File: src/rtl/clk_div_pkg.sv
// Shared constants for the programmable clock divider: default register width
// and the divisor loaded at reset.
package clk_div_pkg;

  localparam int          DIV_WIDTH_DEFAULT = 32;
  localparam int unsigned DIV_DEFAULT       = 5000;

endpackage

File: src/rtl/clk_div_if.sv
// Control and status bundle of clk_div_prog; clk_in and rst stay plain ports.
// div_load is a single-cycle strobe with no ready: every cycle it is high the
// divider captures div_val, and the host never waits.
interface clk_div_if
  import clk_div_pkg::*;
#(
  parameter int WIDTH = DIV_WIDTH_DEFAULT
);

  logic             en;
  logic             sync_clr;
  logic             div_load;
  logic [WIDTH-1:0] div_val;
  logic             clk_out;
  logic             tick_out;
  logic [WIDTH-1:0] div_active;
  logic             div_pending;
  logic [WIDTH-1:0] count;

  modport master (
    output en, sync_clr, div_load, div_val,
    input  clk_out, tick_out, div_active, div_pending, count
  );

  modport slave (
    input  en, sync_clr, div_load, div_val,
    output clk_out, tick_out, div_active, div_pending, count
  );

endinterface

File: src/rtl/clk_div_core.sv
// Phase counter of the divider: counts enabled cycles from 0 up to limit and
// flags the terminal cycle combinationally.
module clk_div_core
  import clk_div_pkg::*;
#(
  parameter int WIDTH = DIV_WIDTH_DEFAULT
) (
  input  logic             clk_in,
  input  logic             rst,
  input  logic             clr,
  input  logic             en,
  input  logic [WIDTH-1:0] limit,
  output logic [WIDTH-1:0] count,
  output logic             term
);

  assign term = en && (count == limit);

  // limit only changes at count==0 or on restart, so count never passes it
  always_ff @(posedge clk_in) begin
    if (rst || clr) begin
      count <= '0;
    end else if (term) begin
      count <= '0;
    end else if (en) begin
      count <= count + WIDTH'(1);
    end
  end

endmodule

File: src/rtl/clk_div_prog.sv
// Runtime-programmable divider: 50% duty divided clock plus one-cycle tick,
// with a shadowed divisor that takes effect at the next period boundary.
module clk_div_prog
  import clk_div_pkg::*;
#(
  parameter int          WIDTH       = DIV_WIDTH_DEFAULT,
  parameter int unsigned DEFAULT_DIV = DIV_DEFAULT
) (
  input  logic      clk_in,
  input  logic      rst,
  clk_div_if.slave  bus
);

  logic [WIDTH-1:0] count;
  logic             term;
  logic             clk_q;
  logic             tick_q;
  logic [WIDTH-1:0] active_q;
  logic [WIDTH-1:0] shadow_q;
  logic             pending_q;

  clk_div_core #(.WIDTH(WIDTH)) u_core (
    .clk_in (clk_in),
    .rst    (rst),
    .clr    (bus.sync_clr),
    .en     (bus.en),
    .limit  (active_q),
    .count  (count),
    .term   (term)
  );

  always_ff @(posedge clk_in) begin
    if (rst) begin
      clk_q     <= 1'b0;
      tick_q    <= 1'b0;
      active_q  <= WIDTH'(DEFAULT_DIV);
      shadow_q  <= '0;
      pending_q <= 1'b0;
    end else begin
      if (bus.sync_clr) begin
        clk_q  <= 1'b0;
        tick_q <= 1'b0;
      end else begin
        tick_q <= term;
        if (term) clk_q <= ~clk_q;
      end
      if ((bus.sync_clr || term) && pending_q) begin
        active_q  <= shadow_q;
        pending_q <= 1'b0;
      end
      // Ordered after the apply so a load on a boundary stays pending
      if (bus.div_load) begin
        shadow_q  <= bus.div_val;
        pending_q <= 1'b1;
      end
    end
  end

  assign bus.clk_out     = clk_q;
  assign bus.tick_out    = tick_q;
  assign bus.div_active  = active_q;
  assign bus.div_pending = pending_q;
  assign bus.count       = count;

endmodule

File: src/flat_wrapper.sv
// flat-port wrapper written by rule: the top's interface ports become plain ports
module clk_div_prog_flat import clk_div_pkg::*;
#(
  parameter int          WIDTH       = DIV_WIDTH_DEFAULT,
  parameter int unsigned DEFAULT_DIV = DIV_DEFAULT
)
  (clk_in, rst, bus_en, bus_sync_clr, bus_div_load, bus_div_val, bus_clk_out, bus_tick_out, bus_div_active, bus_div_pending, bus_count);
  clk_div_if #(.WIDTH(WIDTH)) bus_i ();
  input  logic clk_in;
  input  logic rst;
  input wire logic [$bits(bus_i.en)-1:0] bus_en;
  input wire logic [$bits(bus_i.sync_clr)-1:0] bus_sync_clr;
  input wire logic [$bits(bus_i.div_load)-1:0] bus_div_load;
  input wire logic [$bits(bus_i.div_val)-1:0] bus_div_val;
  output wire logic [$bits(bus_i.clk_out)-1:0] bus_clk_out;
  output wire logic [$bits(bus_i.tick_out)-1:0] bus_tick_out;
  output wire logic [$bits(bus_i.div_active)-1:0] bus_div_active;
  output wire logic [$bits(bus_i.div_pending)-1:0] bus_div_pending;
  output wire logic [$bits(bus_i.count)-1:0] bus_count;
  assign bus_i.en = bus_en;
  assign bus_i.sync_clr = bus_sync_clr;
  assign bus_i.div_load = bus_div_load;
  assign bus_i.div_val = bus_div_val;
  assign bus_clk_out = bus_i.clk_out;
  assign bus_tick_out = bus_i.tick_out;
  assign bus_div_active = bus_i.div_active;
  assign bus_div_pending = bus_i.div_pending;
  assign bus_count = bus_i.count;
  clk_div_prog #(.WIDTH(WIDTH), .DEFAULT_DIV(DEFAULT_DIV)) u_core (.clk_in(clk_in), .rst(rst), .bus(bus_i));
endmodule
File: config.mk
export PLATFORM = sky130hd
export DESIGN_NAME = clk_div_prog_flat
export DESIGN_NICKNAME = d
export VERILOG_FILES = /design/src/rtl/clk_div_pkg.sv /design/src/rtl/clk_div_if.sv /design/src/rtl/clk_div_core.sv /design/src/rtl/clk_div_prog.sv /design/src/flat_wrapper.sv
export SDC_FILE = /design/constraint.sdc
export NUM_CORES = 1
export LEC_CHECK = 0
export CAP_MARGIN = 20
export CORE_ASPECT_RATIO = 1.1
export CORE_MARGIN = 1
export CORE_UTILIZATION = 40
export CTS_CLUSTER_DIAMETER = 60
export DETAILED_ROUTE_END_ITERATION = 6
export PLACE_DENSITY = 0.67
export REMOVE_ABC_BUFFERS = 1
export SETUP_SLACK_MARGIN = 0.02
export SLEW_MARGIN = 20
export SYNTH_ARGS = -nofsm -noshare
export SYNTH_HDL_FRONTEND = slang
export SYNTH_SLANG_ARGS = --single-unit
File: constraint.sdc
create_clock -name clk_in -period 3.51 [get_ports clk_in]
set_input_delay 0.702 -clock clk_in [delete_from_list [all_inputs] [get_ports clk_in]]
set_output_delay 0.702 -clock clk_in [all_outputs]
set_load 0.05 [all_outputs]
* After elaboration in Yosys (flattened, before gate mapping)
Index checks and enable logic that the tools add are counted.
** Word-level totals
- Bits in registers :: 99
- Latch bits :: 0
- Memory bits (writable) :: 0
- Bits in read-only memories :: 0
- Input bits :: 37
- Output and inout bits :: 67
- Logic and storage cells :: 18
- Memories :: 0
** Cells by class
- Add/sub/neg operators :: 1
- Multiply operators :: 0
- Divide/modulo/power cells :: 0
- Order comparisons :: 0
- Equality and inequality tests :: 1
- Shifts and indexed selects :: 0
- Muxes and demuxes :: 2
- Bitwise logic cells :: 1
- Reduce and logical (&&, ||, !) cells :: 7
** Operators by type and width (count)
- 32-bit by 1-bit adder with 32-bit output (second input constant) :: 1
- 32-bit equality test :: 1
- 2-bit OR reduction :: 2
- 1-bit logical AND :: 2
- 1-bit logical OR :: 2
- 1-bit 2-to-1 mux :: 2
- 2-bit nonzero test :: 1
- 1-bit NOT :: 1

* Longest topological paths before layout
- Depth in word-level cells :: 6
- Depth in mapped cells :: 8
- Depth with buffers taken out :: 7

* By module
A second synthesis with hierarchy kept.
** Second synthesis, totals
- Cell total of the unflattened synthesis :: 471
- Area, all modules :: 4544.4 um^2
** By module, submodules not included
- clk_div_prog :: instances 1, cells an instance 253, area each 2670.1 um^2, seq. area each 1341.3 um^2
- clk_div_core :: instances 1, cells an instance 218, area each 1874.3 um^2, seq. area each 640.6 um^2

* Worst setup path before layout
Ideal clock, no wire load.
- Path kind :: register -> register
- Start point :: register u_core.u_core.count[12]
- End point :: register u_core.u_core.count[27]
- Library setup time :: 0.118 ns
- Arrival time :: 1.980 ns
- Data required time :: 3.392 ns
- Path slack :: 1.413 ns
- Stages on the path, launching flop included :: 7
- Buffers on the path :: 0
- Period minus slack after synthesis :: 2.097 ns
- Path through :: dfxtp_1 > and4_4 > nand4_4 > nor4_4 > nand4_1 > xnor2_1 > nor2_1
** On the way
- Cells in the longest elaborated chain, start to end :: 3
- Elaborated cells on any way between the ends :: 4
- Those cells by class :: add/sub: 1; eq/ne: 1; reduce/logical: 2
** RTL lines
- from (decl) :: RTL line clk_div_core.sv:13 : output logic [WIDTH-1:0] count,
- from (signal assigned) :: RTL line clk_div_core.sv:26 : count <= count + WIDTH'(1);
- parallel branches: the longest is 3 deep, another holds 32-bit by 1-bit adder with 32-bit output
Several ways; the timed one is not identified.
A chain may end at the register's enable or synchronous reset.

* Worst setup path after layout
- Start point :: input bus_en
- End point :: register u_core.active_q[15] (netlist: u_core.bus.div_active[15])
** On the way
- Cells in the longest elaborated chain, start to end :: 3
** RTL lines
- from (decl) :: RTL line flat_wrapper.sv:11 : input wire logic [$bits(bus_i.en)-1:0] bus_en;
- 1-bit logical AND :: RTL line clk_div_core.sv:17 : assign term = en && (count == limit);
- 1-bit logical OR :: RTL line clk_div_prog.sv:47 : if ((bus.sync_clr || term) && pending_q) begin
- 1-bit logical AND :: RTL line clk_div_prog.sv:47
- to (signal assigned) :: RTL line clk_div_prog.sv:36 : active_q <= WIDTH'(DEFAULT_DIV);
- to (signal assigned) :: RTL line clk_div_prog.sv:48 : active_q <= shadow_q;
- to (decl) :: RTL line clk_div_prog.sv:18 : logic [WIDTH-1:0] active_q;
No other way between the ends.

==> run_results.csv <==
group,metric,value,unit
power_and_ir_drop,powerDensity,386,nW/um2
routing,wirelength,10.1,mm
timing,timing.fmax,370,MHz
clock_network,clk_latency,360,ps
timing,worst_pin_slew,989,ps
die,die-area,11000,um2
setup_path,max_stage_delay,620,ps
clock_network,cts_setup_buffers,0,
die,row_count,38,
clock_network,cts_made_buffers,9,
routing,viasPerCell,4.87,
placed_design,dp_cells,665,
routing,drc_errors,0,
clock_network,cts-resized-gates,0,
routing,ant_nets,0,
die,fp.dieH,110,um
setup_path,critPathTopFamily,"buffers and inverters",
setup_path,path_cells,"clkdlybuf4s50_1 > nand3_1 > nor4_1 > a32oi_4 > buf_4 > mux2i_1 > nor2_1",
grt,grt_pass1_wl,16.0,mm
clock_network,clock_path_buffers,2,
cells_and_area,area_delta_synth_final,31.2,%
clock_network,cts.clk_slew.worst_paths,90,ps
clock_network,cts_tree,"built",
grt,grt_usage,19.2,%
setup_path,setup.worst_path.class,"input pin to flop",
timing,slew_headroom,34.1,%
setup_path,cp_num_cells,7,
timing,skew,8.23,ps
routing,vias,3313,
timing,timing.final.crit_period,2710,ps
cells_and_area,drive_gt1_share,5.74,%
grt,antenna_found_initial,0,
clock_network,clock_sinks,99,
synth,synth.avg_cell_area,9.61,um2
synth,synth.distinct_cells,31,
die,io-pin-count,104,
setup_path,reg2reg_from,"u_core.u_core.count[12]",
placed_design,hpwl,7.51,mm
placed_design,gp_congestion,0.817,
clock_network,h-tree-depth,3,
routing,drtPass1Iterations,4,
power_and_ir_drop,peakVddDrop,0.195,mV
setup_path,crit_start,"bus_en",
worst_hold_path,hold_depth,2,
setup_path,start_kind,"input pin",
die,core_area,10100,um2
grt,first_global_vias,3238,
timing,timing.final.hold_violations,0,
setup_path,critPathMaxFanout,20,
synth,synth_area,4220,um2
cells_and_area,n_fill_cell,936,
grt,grt_max_degree,73,
status,status,"finished clean",
setup_path,cp.arrival,2930,ps
setup_path,path_buf_inv,2,
routing,first_iter_violations,167,
die,start_util,41.9,%
setup_path,worstReg2RegEnd,"u_core.bus.div_active[15]",
setup_path,endpoint_kind,"flop",
timing,finalSetupViolCount,0,
routing,wire_per_inst,14.8,um
timing,maxSlewViolCount,0,
grt,grt_overflow_total,0,
synth,ys_warn_count,0,
synth,synth_seq_cells,99,
clock_network,cts_hold_repair.buffers,0,
clock_network,cts-root-buf,"clkbuf_8",
cells_and_area,diodes,0,
synth,syn_inst,439,
cells_and_area,stdcell_count,680,
setup_path,cp_slowest_cell,"clkdlybuf4s50_1",
placed_design,portBuffers,103,
setup_path,r2r_slack,980,ps
setup_path,crit_end,"u_core.bus.div_active[15]",
timing,fin_crit_sh,77.1,%
synth,yosysSeqAreaShare,47.0,%
power_and_ir_drop,p_leak,2.23,nW
cells_and_area,nets,574,
worst_hold_path,hold_class,"flop to flop",
timing,rsz0062_at_grt,"no",
setup_path,required,3740,ps
die,die_w,99.9,um
setup_path,worstRegToRegCells,7,
timing,whs,500,ps
run,cap_viol_max_count,0,
cells in the mapped netlist (all sizes together):
master | number | area, um2
nor2 | 103 | 394
dfxtp | 99 | 1980
mux2i | 60 | 601
xnor2 | 36 | 315
xor2 | 24 | 210
nand4 | 22 | 159
nand2 | 16 | 65.1
nand3 | 15 | 75.1
buf | 12 | 93.8
nor3 | 11 | 66.3
clkbuf | 10 | 37.5
and4 | 6 | 55.1
nand2b | 6 | 37.5
a21oi | 5 | 25.0
nor4 | 4 | 40.0
and3 | 3 | 18.8
inv | 3 | 11.3
a31oi | 1 | 6.26
a32oi | 1 | 8.76
ha | 1 | 12.5
o22ai | 1 | 6.26
worst register-to-register path: cells and delay by family, from the launching register on:
kind	cells	cell delay (ps)
simple gates	3	710
flops	1	480
compound gates	1	450
buf+inv	1	340
xor+xnor	1	220
mux	1	200
sequential cells by signal (all words and copies together), names as in the netlist:
signal	flops
u_core.bus.tick_out	1
u_core.bus.clk_out	1
u_core.u_core.count	32
u_core.shadow_q	32
u_core.bus.div_active	32
u_core.bus.div_pending	1
how the worst min path moves through the flow:
stage                              from                        end  slack (ps)
global placement     u_core.shadow_q[6]   u_core.bus.div_active[6]         470
finish              u_core.shadow_q[17]  u_core.bus.div_active[17]         500
CTS                  u_core.shadow_q[6]   u_core.bus.div_active[6]         500
detailed placement  u_core.shadow_q[22]  u_core.bus.div_active[22]         480
global route         u_core.shadow_q[6]   u_core.bus.div_active[6]         520
floorplan            u_core.shadow_q[0]   u_core.bus.div_active[0]         460
cell type report:
class / count / area (um2) / area share [%]
multi-input cells: 315 / 2110 / 38.2
repair buffers: 108 / 1060 / 19.1
inverters: 3 / 11.3 / 0.203
well taps: 140 / 175 / 3.16
clock buffers: 13 / 159 / 2.87
clock inverters: 2 / 35.0 / 0.633
flip-flops and latches: 99 / 1980 / 35.8
cells in the final DEF, fill, tap and decap left out, drive strengths merged, types with 4 or more instances in the layout:
cell and n:
nand4 22, clkbuf 13, xor2 24, nor4 4, xnor2 36, nor2 103, nand2b 6, clkdlybuf4s50 101
mux2i 60, nor3 11, dfxtp 99, nand2 16, nand3 15, a21oi 5, buf 7, and4 6
stage by stage:
step	setup TNS (ps)	total power [mW]	utilization [%]	cell area (um2)	setup WS (ps)
floorplan	-16650	1.32	-	4090	-545
global placement	0	1.42	53.0	5340	542
detailed placement	0	1.43	53.0	5340	429
CTS	0	2.16	54.9	5540	823
global route	0	2.22	54.9	5540	710
finish	0	2.13	54.9	5540	805
layer usage:
metal | GRT usage [%] | up-vias | part of all wire, %
met3 | 4.77 | 21 | 6.0
met5 | 0 | - | 0
met4 | 8.93 | 0 | 2.2
li1 | - | 1671 | -
met1 | 23.7 | 1534 | 45
met2 | 31.4 | 87 | 47
power by group:
group	total, mW	switching, mW	internal, mW	leakage [nW]
Clock	0.734	0.370	0.365	0.0995
Combinational	0.220	0.118	0.103	1.33
Sequential	1.18	0.0247	1.15	0.806
Total	2.13	0.512	1.62	2.23
kinds of logic after synthesis:
family | share of synthesized area (%)
adder cells (fa/ha/maj) | 0.296
XOR/XNOR | 12.5
multiplexers | 14.2
buffers and inverters | 3.38
flip-flops | 47.0
AND/OR/NAND/NOR | 21.6
AO/OA/AOI/OAI | 1.10
No activity file was read; power rests on OpenSTA's default activity.
